### config.mk
export PLATFORM = sky130hd
export DESIGN_NAME = lab1_div
export DESIGN_NICKNAME = d
export VERILOG_FILES = /design/src/rtl/lab1_div.sv
export SDC_FILE = /design/constraint.sdc
export NUM_CORES = 1
export LEC_CHECK = 0
export CORE_MARGIN = 3
export CORE_UTILIZATION = 30
export CTS_BUF_LIST = sky130_fd_sc_hd__clkbuf_4 sky130_fd_sc_hd__clkbuf_8
export DETAILED_ROUTE_END_ITERATION = 12
export GPL_TIMING_DRIVEN = 0
export SLEW_MARGIN = 20
export SYNTH_ARGS = -nofsm -noshare
export SYNTH_HDL_FRONTEND = slang
export SYNTH_SLANG_ARGS = --single-unit
### constraint.sdc
create_clock -name clk -period 6.2 [get_ports clk]
set_clock_uncertainty 0.1 [all_clocks]
set_input_delay 1.24 -clock clk [delete_from_list [all_inputs] [get_ports clk]]
set_output_delay 1.24 -clock clk [all_outputs]
set_load 0.02 [all_outputs]
### src/rtl/lab1_div.sv
// ============================================================================
// Module   : lab1_div
// Brief    : Unsigned restoring divider, one quotient bit per clock, MSB first.
// Revision : 1.0 - initial release
// ============================================================================
`default_nettype none

module lab1_div #(
    parameter int NW = 16,
    parameter int DW = 8
) (
    input  logic          clk,
    input  logic          rst,
    input  logic          start,
    input  logic [NW-1:0] dividend,
    input  logic [DW-1:0] divisor,
    output logic [NW-1:0] quotient,
    output logic [DW-1:0] remainder,
    output logic          busy,
    output logic          done,
    output logic          div_zero
);

    localparam int CW = $clog2(NW + 1);

    typedef enum logic [1:0] {
        S_IDLE = 2'd0,
        S_CALC = 2'd1,
        S_DONE = 2'd2
    } state_t;

    state_t        state_q, state_d;
    logic [DW:0]   prem_q,  prem_d;
    logic [NW-1:0] work_q,  work_d;
    logic [DW-1:0] dsr_q,   dsr_d;
    logic [CW-1:0] cnt_q,   cnt_d;
    logic [NW-1:0] quot_q,  quot_d;
    logic [DW-1:0] rem_q,   rem_d;
    logic          busy_q,  busy_d;
    logic          done_q,  done_d;
    logic          dz_q,    dz_d;

    // work_q shifts the dividend out at the top while quotient bits enter at the bottom.
    logic [DW:0]   w_shift;
    logic          w_ge;
    logic [DW:0]   w_prem_nxt;
    logic [NW-1:0] w_work_nxt;
    logic          w_last;

    assign w_shift    = {prem_q[DW-1:0], work_q[NW-1]};
    assign w_ge       = (w_shift >= {1'b0, dsr_q});
    assign w_prem_nxt = w_ge ? (w_shift - {1'b0, dsr_q}) : w_shift;
    assign w_work_nxt = {work_q[NW-2:0], w_ge};
    assign w_last     = (cnt_q == CW'(NW - 1));

    always_comb begin
        state_d = state_q;
        prem_d  = prem_q;
        work_d  = work_q;
        dsr_d   = dsr_q;
        cnt_d   = cnt_q;
        quot_d  = quot_q;
        rem_d   = rem_q;
        busy_d  = busy_q;
        done_d  = 1'b0;
        dz_d    = dz_q;

        case (state_q)
            S_IDLE: begin
                if (start) begin
                    if (divisor == '0) begin
                        quot_d  = '1;
                        rem_d   = dividend[DW-1:0];
                        dz_d    = 1'b1;
                        done_d  = 1'b1;
                        state_d = S_DONE;
                    end else begin
                        work_d  = dividend;
                        dsr_d   = divisor;
                        prem_d  = '0;
                        cnt_d   = '0;
                        busy_d  = 1'b1;
                        state_d = S_CALC;
                    end
                end
            end
            S_CALC: begin
                prem_d = w_prem_nxt;
                work_d = w_work_nxt;
                cnt_d  = cnt_q + CW'(1);
                if (w_last) begin
                    quot_d  = w_work_nxt;
                    rem_d   = w_prem_nxt[DW-1:0];
                    dz_d    = 1'b0;
                    done_d  = 1'b1;
                    busy_d  = 1'b0;
                    state_d = S_DONE;
                end
            end
            S_DONE: begin
                state_d = S_IDLE;
            end
            default: begin
                state_d = S_IDLE;
            end
        endcase
    end

    always_ff @(posedge clk or negedge rst) begin
        if (!rst) begin
            state_q <= S_IDLE;
            prem_q  <= '0;
            work_q  <= '0;
            dsr_q   <= '0;
            cnt_q   <= '0;
            quot_q  <= '0;
            rem_q   <= '0;
            busy_q  <= 1'b0;
            done_q  <= 1'b0;
            dz_q    <= 1'b0;
        end else begin
            state_q <= state_d;
            prem_q  <= prem_d;
            work_q  <= work_d;
            dsr_q   <= dsr_d;
            cnt_q   <= cnt_d;
            quot_q  <= quot_d;
            rem_q   <= rem_d;
            busy_q  <= busy_d;
            done_q  <= done_d;
            dz_q    <= dz_d;
        end
    end

    assign quotient  = quot_q;
    assign remainder = rem_q;
    assign busy      = busy_q;
    assign done      = done_q;
    assign div_zero  = dz_q;

endmodule

`default_nettype wire

* Word-level counts from Yosys, hierarchy flattened
Cells that the tools add are included.
** Storage, ports and cells
- Flip-flop bits (word level) :: 66
- Input port bits :: 27
- Output and inout bits :: 27
- Logic and storage cells :: 61
** Cells by class
- $add $sub $neg :: 2
- Magnitude comparators :: 1
- Eq/ne operators :: 6
- Muxes and demuxes :: 33
- Bitwise operators :: 1
- Reduce and logical (&&, ||, !) cells :: 8
** Operators by type and width (number)
- $mux 16 :: 5
- $pmux 16 s2 :: 2
- $mux 8 :: 6
- $pmux 8 s2 :: 2
- $mux 5 :: 2
- $pmux 5 s2 :: 1
- $ge 9x8->1 :: 1
- $logic_not 8->1 :: 1
- $mux 1 :: 8
- $ne 2x2->1 const B :: 4
- $reduce_and 4->1 :: 2
- $sub 8x8->8 :: 1
- $mux 2 :: 3
- $pmux 1 s2 :: 3
- $reduce_and 3->1 :: 2
- $add 5x1->5 const B :: 1
- $eq 5x4->1 const B :: 1
- $pmux 2 s2 :: 1
- $eq 2x1->1 const B :: 1
- $logic_not 2->1 :: 1
- $reduce_and 2->1 :: 1
- $reduce_bool 2->1 :: 1
- $not 1->1 :: 1

* Logic depth before layout (Yosys ltp)
Gate-level depths: netlist of run 1.
- Word-level depth :: 4
- Mapped depth :: 10
- Depth with buffers taken out :: 10

* Least setup slack after synthesis of run 1
No wires, ideal clock.
- Path type :: input to register
- Start :: input port divisor[5]
- End :: register rem_q[2], in the netlist remainder[2]
- Setup time :: 0.138 ns
- Arrival time :: 2.817 ns
- Required time :: 5.962 ns
- Setup slack :: 3.145 ns
- Stages :: 6
- Path buffers :: 2
- Cell sequence :: or4_4 > or4_4 > a21oi_2 > buf_6 > buf_6 > a41oi_1
** On the way
- Longest elaborated chain between the ends :: 3
** Ends and longest elaborated chain
- start, declared :: RTL line 16 : input logic [DW-1:0] divisor,
- $logic_not 8->1 :: RTL line 71 : if (divisor == '0) begin
- $ne 2x2->1 (no source line)
- $reduce_and 4->1 (no source line)
- end signal, assigned :: RTL line 128 : rem_q <= rem_d;
- end, declared :: RTL line 38 : logic [DW-1:0] rem_q, rem_d;
Every way passes these cells.
A chain may end at the register's enable or synchronous reset.

* Worst setup path in the final report of run 1
- Start :: input port divisor[5]
- End :: register quot_q[12], in the netlist quotient[12]
** On the way
- Longest elaborated chain between the ends :: 3
** Ends and longest elaborated chain
- $logic_not 8->1 :: RTL line 71
- $ne 2x2->1 (no source line)
- $reduce_and 4->1 (no source line)
- end signal, assigned :: RTL line 127 : quot_q <= quot_d;
- end, declared :: RTL line 37 : logic [NW-1:0] quot_q, quot_d;
Every way passes these cells.

==> impl_metrics.toml, run 1 <==
[timing]
max-slew-margin-rel_pct = 42.4
finalSetupViolCount = 0
worst-slew-pin-transition_ns = 0.857
max_freq_mhz = 301
finalCritPeriodShare_pct = 53.6
report.final.hold_viol_count = 0
setup-tns-final_ns = 0
rsz0062_at_grt = "false"
maxSlewViolCount = 0
final.min_clock_period_ns = 3.32

[route]
route.met3.wl_um = 463
drt.antenna.violating_nets = 0
route.top_layer_used = "met4"
avgViaCountPerCell = 4.87
detail_route.iter0.violations = 223
detail_route.wl_per_cell_um = 14.3
postRouteWirelength_um = 7990
wl_met2_um = 3650
detailed_route_drc_error_count = 0
route.vias.total = 2715
met1Wirelength_um = 3820
detailedRoute.firstPassIterationCount = 4

[yosys]
dominantRegCellSynth = "dfrtp_1"
synth_mux_area_share_pct = 0.667
synth_seq_cells = 66
yosysUniqueCellTypes = 42
number_of_enable_flip_flop_cells_after_synthesis = 0
synthCells = 351
postSynth.asyncResetShare_pct = 100
synthXorXnorAreaFrac_pct = 1.65
main_combinational_cell_family_by_area_after_synthesis = "simple AND/OR/NAND/NOR gates"
synth-adder-area-share_pct = 4.55
netlist_area_sq_mm = 0.00319
yosys.area_share.simple_pct = 20.0
seq_area_frac_synth_pct = 51.8
mappedNetlistNets = 389
yosysWarningCount = 0
post_synthesis_mean_instance_area_sq_um = 9.09
compound_gate_portion_of_the_synthesized_area_pct = 16.4

[global_routing]
grt.total_usage_pct = 14.5
via_count_of_the_first_global_routing_pass = 2602
gr-total-overflow = 0
pin_count_of_the_biggest_net_entering_global_routing = 49
grt_pass1_wl_um = 13200
initial_antenna_violation_count = 0

[critical_path]
endpoint_kind = "flip-flop"
cp.depth = 7
critical_path.startpoint = "divisor[5]"
register_to_register_setup_slack_ns = 3.41
rr_endpoint = "remainder[3]$_DFFE_PN0P_"
critical_path.top_delay_family = "simple AND/OR/NAND/NOR gates"
max_stage_delay_ns = 0.57
reg2reg_depth = 8
crit_path_cell_trace = "clkdlybuf4s50_1 -> or4_4 -> or4_4 -> a21oi_2 -> buf_6 -> buf_4 -> a21oi_1"
crit_top_cell = "or4_4"
critPathArrivalTime_ns = 3.46
critPathCapture = "quotient[12]$_DFFE_PN0P_"
crit_required_ns = 6.33
worstSetupPathType = "in2reg"
path_max_fanout = 10
slowest_stage = "or4_4"
critical_path_launch_point_type = "input pin"
worst_r2r_startpoint = "prem_q[5]$_DFFE_PN0P_"
timing.critical_path.buf_inv = 3

[cts]
clk_root_buffer_cell = "clkbuf_8"
cts_inserted_buffers = 9
clock-sinks = 66
cts_hold_buf = 0
post_cts_buffers = 0
h-tree-depth = 3
clock_insertion_delay_worst_skew_ns = 0.35
clockBufferDepth = 2
cts-resized-gates = 0
tritoncts_clock_tree = "done"
path_clk_slew_ns = 0.08

[die]
core_area_sq_mm = 0.0103
start_util_pct = 30.9
die_height_um = 109
die_area_sq_mm = 0.0119
ioPinCount = 54
placement_rows = 37
die_width_um = 109

[job]
cap_viol_max_count = 0

[min_path]
min-delay-path-class = "reg2reg"

[finish]
design.final.nets = 454
syn2layout_area_growth_pct = 29.8
fillers = 1047
layout.cells.most_common = "dfrtp_1"
antenna-diode-count = 0
most_frequent_cells_in_the_layout = "66 x dfrtp_1, 64 x nor2_1, 54 x nand2_1"
layout-drive-gt1-share_pct = 7.84

[status]
status = "complete, no violations"

[power_and_ir_drop]
power_density_mw_per_mm2 = 569
p_leak_nw = 1.78
ir_drop_v = 0.000183
power_mw = 2.36

[placement]
numPortBuffers = 53
hpwlAfterDp_um = 5980
globalplace.congestion = 0.855
==> routing by layer <==
| metal | vias to the layer above | global-route usage, % |
|---|---|---|
| met2 | 71 | 22.6 |
| met3 | 4 | 4.26 |
| met1 | 1304 | 20.1 |
| met5 | - | 0 |
| met4 | 0 | 3.25 |
| li1 | 1336 | - |
==> power breakdown <==
| group | internal [mW] | switching, mW |
|---|---|---|
| sequential | 0.629 | 0.132 |
| clock | 0.230 | 0.181 |
| combinational | 0.501 | 0.685 |
==> how the worst min path moves through the flow <==
stage | cells after the start | slack [ns] | end | from
final | 1 | 0.41 | remainder[3]$_DFFE_PN0P_ | remainder[3]$_DFFE_PN0P_
after global routing | 1 | 0.43 | prem_q[3]$_DFFE_PN0P_ | prem_q[3]$_DFFE_PN0P_
after CTS | 1 | 0.42 | cnt_q[0]$_DFFE_PN0P_ | cnt_q[0]$_DFFE_PN0P_
after detailed placement | 1 | 0.40 | prem_q[3]$_DFFE_PN0P_ | prem_q[3]$_DFFE_PN0P_
after global placement | 1 | 0.39 | cnt_q[0]$_DFFE_PN0P_ | cnt_q[0]$_DFFE_PN0P_
after floorplan | 1 | 0.37 | cnt_q[0]$_DFFE_PN0P_ | cnt_q[0]$_DFFE_PN0P_
==> cell usage after synthesis (4+ instances only) <==
cell / instances / area, sq um
clkbuf_1: 13 / 48.8
dfrtp_1: 66 / 1650
a21oi_1: 26 / 130
nand2b_1: 5 / 31.3
ha_1: 10 / 125
nand3_1: 13 / 65.1
nor2_1: 64 / 240
xor2_1: 6 / 52.6
o31ai_1: 4 / 30.0
nor3_1: 4 / 20.0
o21ai_0: 10 / 50.1
a31oi_1: 16 / 100
inv_1: 15 / 56.3
nand2_1: 54 / 203
==> logic make-up after synthesis <==
family / Yosys count
buf+inv: 34
xor+xnor: 6
mux: 2
fa+ha+maj: 11
simple gates: 151
compound gates: 81
flops: 66
==> worst register-to-register path, delay by kind of cell (launching register included) <==
| family | cells | cell delay (ns) |
|---|---|---|
| AOI/OAI and AO/OA | 4 | 1.01 |
| DFF | 1 | 0.41 |
| muxes | 1 | 0.37 |
| adders and majority gates | 1 | 0.36 |
| buffers and inverters | 1 | 0.24 |
| and+or+nand+nor | 1 | 0.23 |
==> sequential cells by signal (all words and copies together) (netlist names) <==
| register | flops |
|---|---|
| div_zero | 1 |
| done | 1 |
| state_q | 2 |
| dsr_q | 8 |
| remainder | 8 |
| busy | 1 |
| quotient | 16 |
| work_q | 16 |
| cnt_q | 5 |
| prem_q | 8 |
==> stage by stage <==
stage | std cells | setup WS [ns] | utilization, % | hold WS (ns) | area (sq um)
2_1_floorplan | 351 | 3.14 | - | 0.368 | 3190
3_3_place_gp | 540 | 1.53 | 37.7 | 0.395 | 3890
3_5_place_dp | 541 | 2.51 | 37.9 | 0.399 | 3920
4_1_cts | 557 | 2.89 | 40.1 | 0.416 | 4140
5_1_grt | 557 | 2.82 | 40.1 | 0.434 | 4140
6_report | 557 | 2.88 | 40.1 | 0.410 | 4140
==> cell type report <==
cell class	count	area (sq um)	area share, %
Sequential cell	66	1650	39.9
Multi-Input combinational cell	251	1380	33.4
Timing Repair Buffer	54	556	13.4
Tap cell	136	170	4.11
Clock buffer	9	124	2.99
Clock inverter	7	100	2.42
Buffer	19	98.8	2.39
Inverter	15	56.3	1.36
Power figures use the tool's default switching activity.
==> run 2: changes to the inputs <==
Clock period 6.2 ns to 3.36 ns, I/O delays scaled along.
==> results of run 2 <==
Same layout as run 1 (identical final DEF). Status: complete, no violations.
Among the figures that moved: setup slack after placement 2.51 ns -> 0.236 ns; setup slack after layout 2.88 ns -> 0.570 ns; hold slack 0.410 ns -> 0.0993 ns; start point of the critical path divisor[5] -> prem_q[5]$_DFFE_PN0P_; end point of the critical path quotient[12]$_DFFE_PN0P_ -> remainder[3]$_DFFE_PN0P_; register-to-register setup slack 3.41 ns -> 0.57 ns; total power 2.36 mW -> 4.35 mW; worst IR drop on VDD 0.000183 V -> 0.000338 V
==> run 3: changes to the inputs <==
Clock period 3.36 ns to 2.6 ns, I/O delays scaled along.
==> impl_metrics.toml, run 3 (same netlist as run 1, synthesis figures left out) <==
[die]
die_width_um = 109
die_height_um = 109
placement_rows = 37
ioPinCount = 54
start_util_pct = 30.9
die_area_sq_mm = 0.0119
core_area_sq_mm = 0.0103

[critical_path]
slowest_stage = "dfrtp_1"
worstSetupPathType = "reg2reg"
endpoint_kind = "flip-flop"
critical_path_launch_point_type = "flip-flop"
timing.critical_path.buf_inv = 1
crit_path_cell_trace = "ha_1 -> a21oi_1 -> o31ai_1 -> a211oi_2 -> and2_1 -> clkbuf_4 -> mux2i_4 -> o22a_1"
critical_path.top_delay_family = "compound AO/OA/AOI/OAI gates"
critPathArrivalTime_ns = 2.75
crit_required_ns = 2.79
max_stage_delay_ns = 0.41
path_max_fanout = 10

[global_routing]
via_count_of_the_first_global_routing_pass = 2611
initial_antenna_violation_count = 0
grt_pass1_wl_um = 13200
pin_count_of_the_biggest_net_entering_global_routing = 49
grt.total_usage_pct = 14.6
gr-total-overflow = 0

[timing]
final.min_clock_period_ns = 2.56
report.final.hold_viol_count = 0
max_freq_mhz = 391
max-slew-margin-rel_pct = 41.7
rsz0062_at_grt = "true"
finalCritPeriodShare_pct = 98.3
worst-slew-pin-transition_ns = 0.869
setup-tns-final_ns = 0
maxSlewViolCount = 0
finalSetupViolCount = 0

[power_and_ir_drop]
power_frac_comb_pct = 52.4
p_leak_nw = 1.85
ir_drop_v = 0.000442
power_frac_clock_pct = 16.7
power_density_mw_per_mm2 = 1380
seq_power_share_pct = 30.9
power_mw = 5.88
power.switching_mw = 2.49
sw_ratio_pct = 42.4
internal_power_mw = 3.39

[route]
avgViaCountPerCell = 4.89
detailedRoute.firstPassIterationCount = 4
route.vias.total = 2749
postRouteWirelength_um = 8230
drt.antenna.violating_nets = 0
detail_route.iter0.violations = 172
detailed_route_drc_error_count = 0
detail_route.wl_per_cell_um = 14.6

[finish]
finalInstanceArea_sq_mm = 0.00426
final_cells = 562
post_route_core_utilization_pct = 41.3
layout.cells.most_common = "dfrtp_1"
design.final.nets = 459
most_frequent_cells_in_the_layout = "66 x dfrtp_1, 64 x nor2_1, 54 x nand2_1"
multi_input_area_sq_mm = 0.00143
fillers = 1034
syn2layout_area_growth_pct = 33.7
layout-drive-gt1-share_pct = 10.1
area.sequential_sq_mm = 0.00165
antenna-diode-count = 0

[cts]
clockBufferDepth = 2
clock-sinks = 66
h-tree-depth = 3
tritoncts_clock_tree = "done"
clock_insertion_delay_worst_skew_ns = 0.35
path_clk_slew_ns = 0.08
cts_inserted_buffers = 9
clk_root_buffer_cell = "clkbuf_8"

[placement]
dp_cells = 541
hpwlAfterDp_um = 5980
numPortBuffers = 53
globalplace.congestion = 0.855
dpl-instance-area_sq_mm = 0.00392

[job]
cap_viol_max_count = 0

[status]
status = "complete, no violations"

[min_path]
min-delay-path-class = "in2reg"
run 3: cell count changes in the layout (fill, tap and decap cells not counted), moves of 2 or more:
cell	before	now
dlymetal6s2s_1	0	2
clkbuf_2	0	2
clkbuf_1	13	11
clkdlybuf4s50_1	52	50
run 3: layout make-up:
type	instances	share of cell area, %
clock buffer	9	2.90
tap	136	3.99
inverter	15	1.32
sequential	66	38.7
multi-input combinational	251	33.5
timing repair buffer	59	14.5
clock inverter	7	2.35
buffer	19	2.70
run 3: final timing paths:
check / from / endpoint / slack, ns / depth (start not counted)
min reg2reg: remainder[3]$_DFFE_PN0P_ / remainder[3]$_DFFE_PN0P_ / 0.41 / 1
max reg2reg: prem_q[5]$_DFFE_PN0P_ / remainder[3]$_DFFE_PN0P_ / 0.04 / 8
max in group asynchronous: rst / state_q[0]$_DFFE_PN0P_ / 1.38 / 3
min: divisor[6] / dsr_q[6]$_DFFE_PN0P_ / 0.34 / 3
min in group asynchronous: rst / prem_q[7]$_DFFE_PN0P_ / 0.50 / 2
max: prem_q[5]$_DFFE_PN0P_ / remainder[3]$_DFFE_PN0P_ / 0.04 / 8
run 3: power by group through the flow:
stage / Combinational (mW) / Sequential [mW] / Clock (mW)
after global placement: 2.76 / 1.83 / 0
after CTS: 2.87 / 1.82 / 1.00
final: 3.08 / 1.82 / 0.982
after global routing: 3.43 / 1.87 / 1.06
after detailed placement: 2.82 / 1.83 / 0
after floorplan: 1.78 / 1.94 / 0
run 3: stage by stage:
stage	worst slack (ns)	hold WS [ns]
2_1_floorplan	0.265	0.124
4_1_cts	0.00574	0.416
6_report	0.0429	0.339
5_1_grt	-0.106	0.364
3_5_place_dp	-0.372	0.328
3_3_place_gp	-1.35	0.395
run 3: per-layer routing:
metal  vias to the layer above  routed length, um  track usage (%)  part of all wire, %
met4                         0                103             3.25                  1.3
met1                      1327               3910             20.2                   47
met2                        64               3760             22.7                   46
li1                       1350                  -                -                    -
met5                         -                  0                0                    0
met3                         8                455             4.20                  5.5
run 3: worst min-delay path: stages:
cell and delay [ns]:
dlymetal6s2s_1 0.11, nand2_1 0.05, o21ai_0 0.07
run 3: timing repair:
action                                 in CTS  in global routing
gates cloned                                0                  2
pin swaps                                   0                  3
endpoints found under the hold margin      18                  0
gates resized for setup                     2                 17
setup endpoints to repair                   4                 31
setup buffers                               0                  2
hold buffers                                1                  0
==> edit (settings of run 1) <==
Set the parameter `DW` to 9 (it was 8).
--- a/src/rtl/lab1_div.sv
+++ b/src/rtl/lab1_div.sv
@@ -9,3 +9,3 @@
     parameter int NW = 16,
-    parameter int DW = 8
+    parameter int DW = 9
 ) (
Interface: changed (resized divisor and remainder); port bits go from 54 to 56. No check against the original RTL was run, so the function may have changed too.
==> edit against run 1 <==
- count of clock-buffer cells in the layout stayed put
- sequential cell count is 3 higher
- total power is 9.9% higher
- wire length is 9.7% higher
- hold slack worse by 19 ps
- area after synthesis is 4.8% higher
- sequential share of layout area is 0.61 points higher
- fmax is 2.7% higher
- cell area is 3.0% higher
- combinational power is 20% higher
- worst setup slack better by 88 ps
- critical path type unchanged
- critical endpoint is now remainder[7]$_DFFE_PN0P_
- largest power group unchanged
==> edit: results (changes against run 1) <==
[power_and_ir_drop]
peakVddDrop_mv=0.1890  ; +3.2%
power.leakage_nw=1.813  ; +1.9%

[global_routing]
use_met3_pct=2.554  ; -1.7 points
grt.total_usage_pct=14.85  ; +0.31 points
grt_pass1_wl_um=14860  ; +13%
grtUsageMet1_pct=21.24  ; +1.2 points

[synthesis]
ys_types=52  ; +24%
syn_inst=340  ; -3.1%
mappedNetlistNets=380  ; -2.3%
synth.avg_cell_area_um2=9.829  ; +8.2%
synthAdderAreaFrac_pct=4.717  ; +0.17 points
synth-xor-area-share_pct=1.572  ; -0.075 points

[placement]
numPortBuffers=55  ; +3.8%
dp_slack_ps=2586  ; +77.76 ps
gp_congestion=0.8457  ; -1.1%
place_hpwl_um=6505  ; +8.7%
place_inst=532  ; -1.7%

[drt]
wl_met2_um=3894  ; +6.6%
routedWlPerCell_um=15.99  ; +12%
wl_um=8764  ; +9.7%
drtIter0Drc=171  ; -23%
wl_met1_um=4345  ; +14%

[hold_path]
holdPathEnd=quotient[10]$_DFFE_PN0P_
min-delay-start=quotient[10]$_DFFE_PN0P_

[timing]
holdWs_ps=391.4  ; -18.89 ps

[final_layout]
num-nonclk-inverters=13  ; -2
multi_input_area_um2=1490  ; +7.8%
fin_area_um2=4262  ; +3.0%
num-multi-input-gates=240  ; -4.4%
clk_share_pct=4.081  ; -1.3 points
nonClkBufAreaFrac_pct=15.30  ; -0.51 points
seq_share_pct=40.52  ; +0.61 points
drive_gt1_share_pct=7.524  ; -0.31 points

[status]
status=completed

[worst_setup_path]
rr_worst_depth=9  ; +1
cp_data_arrival_time_ps=3400  ; -60 ps
slowest_delay_ps=440  ; -130 ps
regToRegStartpoint=work_q[15]$_DFFE_PN0P_

[clocking]
cts.sinks=69  ; +4.5%

edit: cell count changes in the layout (fill, tap and decap cells not counted), moves of 4 or more:
cell      change
o21ai_0      +13
a31oi_1       +7
o31ai_1       -4
nand3b_1      +4
o22a_1       +13
a21oi_1      -20
nor2_1       -36
edit: report_power, final:
part           leakage, nW  internal, mW  switching (mW)
registers            0.829         0.679           0.151
logic                0.902         0.640           0.789
clock network       0.0816         0.146           0.185
edit: how the worst max path moves through the flow:
stage / slack (ps) / cells after the start / startpoint / to
finish: 2960 / 7 / divisor[2] / remainder[7]$_DFFE_PN0P_
global route: 2700 / 7 / divisor[2] / remainder[5]$_DFFE_PN0P_
CTS: 2960 / 7 / divisor[2] / remainder[7]$_DFFE_PN0P_
detailed placement: 2590 / 7 / divisor[2] / remainder[7]$_DFFE_PN0P_
global placement: 1460 / 1 / rst / remainder[6]$_DFFE_PN0P_
floorplan: 3510 / 5 / divisor[2] / remainder[3]$_DFFE_PN0P_
